<file path="src/rtl/mux_scan_sequencer_if.sv">
// -----------------------------------------------------------------------------
// mux_scan_sequencer_if
// Bundles every non-clock signal between the scan sequencer, the 16:1 channel
// multiplexer it drives, the control side that starts/stops sweeps and the
// downstream sample consumer.
//
//   start       controller -> seq   begin a sweep (honoured only when idle)
//   continuous  controller -> seq   restart from channel 0 after each sweep
//   abort       controller -> seq   synchronous stop, back to idle
//   chan_mask   controller -> seq   per-channel enable, latched at sweep start
//   select      seq -> mux          registered channel select
//   mux_data    mux -> seq          multiplexer output
//   out_valid   seq -> consumer     sample available
//   out_ready   consumer -> seq     sample accepted
//   out_data    seq -> consumer     captured sample
//   out_chan    seq -> consumer     channel the sample came from
//   busy        seq -> controller   high whenever a sweep is in progress
//   done        seq -> controller   one-cycle pulse at the end of each sweep
//
// slave  : the sequencer's view.
// master : the surrounding system's view (controller, mux and consumer).
// -----------------------------------------------------------------------------
interface mux_scan_sequencer_if #(
  parameter int DATA_W = 6,
  parameter int SEL_W  = 4
);
  localparam int NCH = 2 ** SEL_W;

  logic              start;
  logic              continuous;
  logic              abort;
  logic [NCH-1:0]    chan_mask;
  logic [SEL_W-1:0]  select;
  logic [DATA_W-1:0] mux_data;
  logic              out_valid;
  logic              out_ready;
  logic [DATA_W-1:0] out_data;
  logic [SEL_W-1:0]  out_chan;
  logic              busy;
  logic              done;

  modport slave (
    input  start, continuous, abort, chan_mask, mux_data, out_ready,
    output select, out_valid, out_data, out_chan, busy, done
  );

  modport master (
    output start, continuous, abort, chan_mask, mux_data, out_ready,
    input  select, out_valid, out_data, out_chan, busy, done
  );
endinterface

</file>
<file path="src/rtl/mux_scan_sequencer.sv">
// -----------------------------------------------------------------------------
// mux_scan_sequencer
// Upstream controller for a 2**SEL_W : 1 channel multiplexer. Walks the enabled
// channels of a latched mask in ascending order, holds each select value for
// SETTLE extra cycles, samples the mux output and offers it with its channel
// number on a valid/ready stream. Single-sweep or continuous operation.
//
// Ports:
//   clk    system clock, rising edge
//   rst_n  asynchronous active-low reset
//   bus    mux_scan_sequencer_if.slave (control, mux and stream signals)
//
// Parameters:
//   DATA_W  mux data width
//   SEL_W   select width, channel count is 2**SEL_W
//   SETTLE  extra settle cycles before sampling, 0..15
// -----------------------------------------------------------------------------
module mux_scan_sequencer #(
  parameter int DATA_W = 6,
  parameter int SEL_W  = 4,
  parameter int SETTLE = 1
) (
  input logic                  clk,
  input logic                  rst_n,
  mux_scan_sequencer_if.slave  bus
);

  localparam int NCH   = 2 ** SEL_W;
  localparam int CUR_W = SEL_W + 1;   // must reach NCH to mark "past last channel"
  localparam int CNT_W = 4;

  typedef enum logic [1:0] {
    ST_IDLE = 2'd0,
    ST_SEEK = 2'd1,
    ST_WAIT = 2'd2,
    ST_HOLD = 2'd3
  } state_t;

  state_t            state_q;
  logic [NCH-1:0]    mask_q;
  logic [CUR_W-1:0]  cur_q;
  logic [CNT_W-1:0]  cnt_q;
  logic [SEL_W-1:0]  select_q;
  logic              out_valid_q;
  logic [DATA_W-1:0] out_data_q;
  logic [SEL_W-1:0]  out_chan_q;
  logic              busy_q;
  logic              done_q;

  logic [NCH-1:0]    eligible_s;
  logic              seek_hit_s;
  logic [SEL_W-1:0]  seek_chan_s;

  // Lowest set bit of vec; result MSB flags that any bit was set.
  function automatic logic [SEL_W:0] find_lowest(input logic [NCH-1:0] vec);
    logic [SEL_W:0] res;
    res = '0;
    // Scan downwards so the last hit written is the lowest index.
    for (int i = NCH - 1; i >= 0; i--) begin
      res = vec[i] ? {1'b1, SEL_W'(i)} : res;
    end
    return res;
  endfunction

  // Channel search: enabled channels at or above the search base.
  always_comb begin
    eligible_s  = '0;
    seek_hit_s  = 1'b0;
    seek_chan_s = '0;
    // A base of NCH shifts every bit out, which ends the sweep.
    eligible_s  = mask_q & ({NCH{1'b1}} << cur_q);
    {seek_hit_s, seek_chan_s} = find_lowest(eligible_s);
  end

  // Sequencer FSM with all outputs registered.
  always_ff @(posedge clk or negedge rst_n) begin
    if (!rst_n) begin
      state_q     <= ST_IDLE;
      mask_q      <= '0;
      cur_q       <= '0;
      cnt_q       <= '0;
      select_q    <= '0;
      out_valid_q <= 1'b0;
      out_data_q  <= '0;
      out_chan_q  <= '0;
      busy_q      <= 1'b0;
      done_q      <= 1'b0;
    end else begin
      done_q <= 1'b0;
      if (bus.abort) begin
        // Select and the last sample stay put; only the stream and status drop.
        state_q     <= ST_IDLE;
        out_valid_q <= 1'b0;
        busy_q      <= 1'b0;
      end else begin
        case (state_q)
          ST_IDLE: begin
            if (bus.start) begin
              mask_q  <= bus.chan_mask;
              cur_q   <= '0;
              busy_q  <= 1'b1;
              state_q <= ST_SEEK;
            end else begin
              busy_q  <= 1'b0;
            end
          end
          ST_SEEK: begin
            if (seek_hit_s) begin
              select_q <= seek_chan_s;
              cnt_q    <= CNT_W'(SETTLE);
              state_q  <= ST_WAIT;
            end else begin
              done_q <= 1'b1;
              if (bus.continuous && (bus.chan_mask != {NCH{1'b0}})) begin
                mask_q <= bus.chan_mask;
                cur_q  <= '0;
              end else begin
                busy_q  <= 1'b0;
                state_q <= ST_IDLE;
              end
            end
          end
          ST_WAIT: begin
            if (cnt_q == CNT_W'(0)) begin
              out_data_q  <= bus.mux_data;
              out_chan_q  <= select_q;
              out_valid_q <= 1'b1;
              state_q     <= ST_HOLD;
            end else begin
              cnt_q <= cnt_q - CNT_W'(1);
            end
          end
          ST_HOLD: begin
            if (bus.out_ready) begin
              out_valid_q <= 1'b0;
              // Channel NCH-1 yields cur = NCH, so the next search is empty.
              cur_q       <= {1'b0, select_q} + CUR_W'(1);
              state_q     <= ST_SEEK;
            end else begin
              out_valid_q <= 1'b1;
            end
          end
          default: begin
            state_q     <= ST_IDLE;
            out_valid_q <= 1'b0;
            busy_q      <= 1'b0;
          end
        endcase
      end
    end
  end

  assign bus.select    = select_q;
  assign bus.out_valid = out_valid_q;
  assign bus.out_data  = out_data_q;
  assign bus.out_chan  = out_chan_q;
  assign bus.busy      = busy_q;
  assign bus.done      = done_q;

endmodule
</file>
<file path="src/flat_wrapper.sv">
// flat-port wrapper written by rule: the top's interface ports become plain ports
module mux_scan_sequencer_flat 
#(
  parameter int DATA_W = 6,
  parameter int SEL_W  = 4,
  parameter int SETTLE = 1
)
  (clk, rst_n, bus_start, bus_continuous, bus_abort, bus_chan_mask, bus_mux_data, bus_out_ready, bus_select, bus_out_valid, bus_out_data, bus_out_chan, bus_busy, bus_done);
  mux_scan_sequencer_if #(.DATA_W(DATA_W), .SEL_W(SEL_W)) bus_i ();
  input logic clk;
  input logic rst_n;
  input wire logic [$bits(bus_i.start)-1:0] bus_start;
  input wire logic [$bits(bus_i.continuous)-1:0] bus_continuous;
  input wire logic [$bits(bus_i.abort)-1:0] bus_abort;
  input wire logic [$bits(bus_i.chan_mask)-1:0] bus_chan_mask;
  input wire logic [$bits(bus_i.mux_data)-1:0] bus_mux_data;
  input wire logic [$bits(bus_i.out_ready)-1:0] bus_out_ready;
  output wire logic [$bits(bus_i.select)-1:0] bus_select;
  output wire logic [$bits(bus_i.out_valid)-1:0] bus_out_valid;
  output wire logic [$bits(bus_i.out_data)-1:0] bus_out_data;
  output wire logic [$bits(bus_i.out_chan)-1:0] bus_out_chan;
  output wire logic [$bits(bus_i.busy)-1:0] bus_busy;
  output wire logic [$bits(bus_i.done)-1:0] bus_done;
  assign bus_i.start = bus_start;
  assign bus_i.continuous = bus_continuous;
  assign bus_i.abort = bus_abort;
  assign bus_i.chan_mask = bus_chan_mask;
  assign bus_i.mux_data = bus_mux_data;
  assign bus_i.out_ready = bus_out_ready;
  assign bus_select = bus_i.select;
  assign bus_out_valid = bus_i.out_valid;
  assign bus_out_data = bus_i.out_data;
  assign bus_out_chan = bus_i.out_chan;
  assign bus_busy = bus_i.busy;
  assign bus_done = bus_i.done;
  mux_scan_sequencer #(.DATA_W(DATA_W), .SEL_W(SEL_W), .SETTLE(SETTLE)) u_core (.clk(clk), .rst_n(rst_n), .bus(bus_i));
endmodule
</file>
<file path="config.mk">
export PLATFORM = sky130hd
export DESIGN_NAME = mux_scan_sequencer_flat
export DESIGN_NICKNAME = d
export VERILOG_FILES = /design/src/rtl/mux_scan_sequencer_if.sv /design/src/rtl/mux_scan_sequencer.sv /design/src/flat_wrapper.sv
export SDC_FILE = /design/constraint.sdc
export NUM_CORES = 1
export LEC_CHECK = 0
export CAP_MARGIN = 25
export CORE_MARGIN = 2
export CORE_UTILIZATION = 55
export CTS_BUF_LIST = sky130_fd_sc_hd__clkbuf_4
export CTS_CLUSTER_SIZE = 10
export DETAILED_ROUTE_END_ITERATION = 10
export GPL_TIMING_DRIVEN = 0
export MAX_ROUTING_LAYER = met4
export PLACE_DENSITY_LB_ADDON = 0.15
export SYNTH_ARGS = -nofsm -noshare
export SYNTH_HDL_FRONTEND = slang
export SYNTH_SLANG_ARGS = --single-unit
</file>
<file path="constraint.sdc">
create_clock -name clk -period 2.7 [get_ports clk]
set_input_delay 0.405 -clock clk [delete_from_list [all_inputs] [get_ports clk]]
set_output_delay 0.405 -clock clk [all_outputs]
set_load 0.005 [all_outputs]
</file>
==> results_dict.tcl <==
set metrics [dict create \
    status "finished, final reports clean" \
    netSwitchingFraction_pct 34.8 \
    vias_per_cell 6.02 \
    grt_pass1_wl_um 9530 \
    die-area_um2 5350 \
    end_kind "flip-flop" \
    worst_slack_ps 160 \
    timing.fmax_mhz 394 \
    ant_nets 0 \
    timing.hold.ws_ps 459 \
    vias 2168 \
    slew_headroom_pct 42.9 \
    finalMaxSlewViolations 0 \
    rsz0062_at_grt "false" \
    crit_type "flip-flop to flip-flop" \
    slowest_delay_ps 490 \
    dr.pass1.iters 5 \
    synth_nets 288 \
    gp_congestion 0.891 \
    cp-start-kind "flip-flop" \
    min_path_cells 2 \
    clock-sinks 44 \
    arrival_ps 2790 \
    synthFlopType "dfrtp_1" \
    required_ps 2950 \
    async_reset_ff_share_pct 100 \
    crit_path_top_delay_cell "dfrtp_1" \
    place_area_um2 3150 \
    ys_types 59 \
    ff2ff_path_depth 8 \
    syn_to_final_growth_pct 22.1 \
    grt-ovfl-total 0 \
    synth-seq-cells 44 \
    setup_viol 0 \
    pwr-share-seq_pct 46.9 \
    synth_edf_count 0 \
    crit_fanout 10 \
    worstMarginPinSlew_ps 853 \
    clock_latency_ps 360 \
    ir_worst_vdd_uv 566 \
    avgSynthCellArea_um2 10.3 \
    fin_crit_ps 2540 \
    power.density_nw_per_um2 665 \
    yosys_warnings 0 \
    drive_above_1_share_pct 16.7 \
    grt_pass1_vias 1959 \
    cts_tree "built" \
    die_w_um 73.1 \
    syn_area_um2 2630 \
    first_iter_violations 157 \
    avgRoutedWirePerCell_um 15.9 \
    fin_skew_ps 11.8 \
    post-place-ws_ps -199 \
    cp_cell_sequence "buf_2, nor3_2, o31ai_1, and4b_1, buf_6, a32oi_4, buf_12, mux2_4" \
    p_int_w 0.00139 \
    syn-instance-count 254 \
    clkPwrFrac_pct 14.4 \
    cts-root-buf "clkbuf_4" \
    hold_viol_final 0 \
    dp_hpwl_um 4330 \
    start_util_pct 56.4 \
    fin_crit_sh_pct 94.1 \
    coreArea_um2 4660 \
    diodes 0 \
    antenna_found_initial 0 \
    drc 0 \
    fp.dieH_um 73.1 \
    portBuffers 43 \
    htree_levels 2 \
    p_sw_w 0.000741 \
    final_net_count 340 \
    hp-class "input port to flip-flop" \
    fillerInstances 371 \
    cts.path.max_buffers 2 \
    grt.total_usage_pct 23.9 \
    stdcell_area_um2 3210 \
    row_count 25 \
    ioPinCount 45 \
    maxCapViolCount 0 \
    combPwrFrac_pct 38.7 \
    p_leak_nw 1.40 \
    total_power_w 0.00213 \
    yosysSeqAreaShare_pct 41.9 \
    path_clk_slew_ps 130 \
    grt_max_degree 26 \
    post-cts-setup-buffers 0 \
    wl_um 5730 \
    cts_inserted_buffers 5 \
]
[cell type report]
type	instances	area, µm²	area share (%)
buffer	10	80.1	2.50
clock buffer	5	37.5	1.17
clock inverter	2	12.5	0.390
inverter	14	52.6	1.64
multi-input combinational	186	1390	43.4
sequential	44	1100	34.3
tap	54	67.6	2.11
timing repair buffer	45	463	14.4
[through the flow]
stage	utilization (%)	setup TNS [ps]	instances
CTS	68.8	0	360
floorplan	-	0	254
detailed placement	67.5	-2300	352
global placement	67.1	-2020	351
global route	68.8	0	360
finish	68.8	0	360
[registers in the layout (all words and copies together) (netlist names)]
signal / flops
u_core.bus.busy: 1
u_core.bus.done: 1
u_core.bus.out_chan: 4
u_core.bus.out_data: 6
u_core.bus.out_valid: 1
u_core.bus.select: 4
u_core.cnt_q: 4
u_core.cur_q: 5
u_core.mask_q: 16
u_core.state_q: 2
[power groups by stage]
stage,sequential (W),clock [W],combinational [W]
floorplan,0.000959,0,0.000576
global placement,0.00101,0,0.000798
detailed placement,0.00101,0,0.000821
CTS,0.000998,0.000322,0.000826
global route,0.00103,0.000345,0.000897
finish,0.00100,0.000308,0.000825
[synth_stat cells (all sizes together) (3+ instances only)]
cell type,number,area share [%]
ha,6,2.9
a21boi,3,0.86
nand2,10,1.4
nor3,5,1.1
nor4,4,0.95
o21ai,14,2.7
a211oi,3,0.86
nor2b,8,1.9
mux2,27,13
clkbuf,3,0.43
inv,14,2.0
and3,5,1.2
nand2b,7,2.0
a22o,6,2.0
nor2,22,3.1
nand3,8,1.5
a21oi,18,3.4
o31ai,4,1.3
a32oi,3,1.7
dfrtp,44,42
buf,7,2.6
[layer usage]
metal / vias to the layer above / part of all wire [%] / global-route usage, %
met5: - / 0 / -
met2: 63 / 48 / 36.0
li1: 1043 / - / -
met1: 1054 / 46 / 32.8
met3: 8 / 4.3 / 4.14
met4: 0 / 1.7 / 7.41
[logic make-up (layout without fill, tap and decap cells)]
logic type               after synthesis  after routing  share of synthesized area (%)
AO/OA/AOI/OAI                         73             73                           20.4
XOR/XNOR                               2              2                          0.667
flip-flops                            44             44                           41.9
adder cells (fa/ha/maj)                6              6                           2.86
AND/OR/NAND/NOR                       77             77                           15.8
buffers and inverters                 24             76                           5.05
multiplexers                          28             28                           13.4
[what timing repair did]
item / 4_1_cts / 5_1_grt
hold endpoints to repair: 13 / 0
endpoints found under the setup margin: 0 / 0
hold buffers: 1 / 0
gates resized for setup: 0 / 0
[critical path: cells and delay by family, from the launching register on]
kind | cells | cell delay [ps]
muxes | 1 | 300
DFF | 1 | 490
and+or+nand+nor | 2 | 480
AOI/OAI and AO/OA | 2 | 570
buffers and inverters | 3 | 570
[cells in the final DEF (no fill, tap or decap), drive strengths merged, types with 2 or more instances in the layout]
cell	n
nand3	8
o31ai	4
nor3	5
a21oi	18
buf	9
nor2b	8
a21boi	3
a211oi	3
clkdlybuf4s50	42
a32oi	3
a22o	6
a31oi	2
nand4b	2
inv	14
o32ai	2
mux2	27
dfrtp	44
o22ai	2
nand2b	7
nand4	2
o211ai	2
o21ai	14
ha	6
and3	5
clkbuf	8
nor2	22
nand2	10
nor4	4
[worst paths after layout]
kind                                        startpoint                endpoint  slack (ps)
worst max-delay path                   u_core.cur_q[2]        u_core.mask_q[2]         160
worst min-delay path                         bus_abort       u_core.state_q[0]         460
worst max register to register         u_core.cur_q[2]        u_core.mask_q[2]         160
worst min register to register  u_core.bus.out_data[3]  u_core.bus.out_data[3]         520
max in group asynchronous                        rst_n        u_core.mask_q[5]        1670
min in group asynchronous                        rst_n       u_core.state_q[1]         540
No activity file was read; power rests on OpenSTA's default activity.
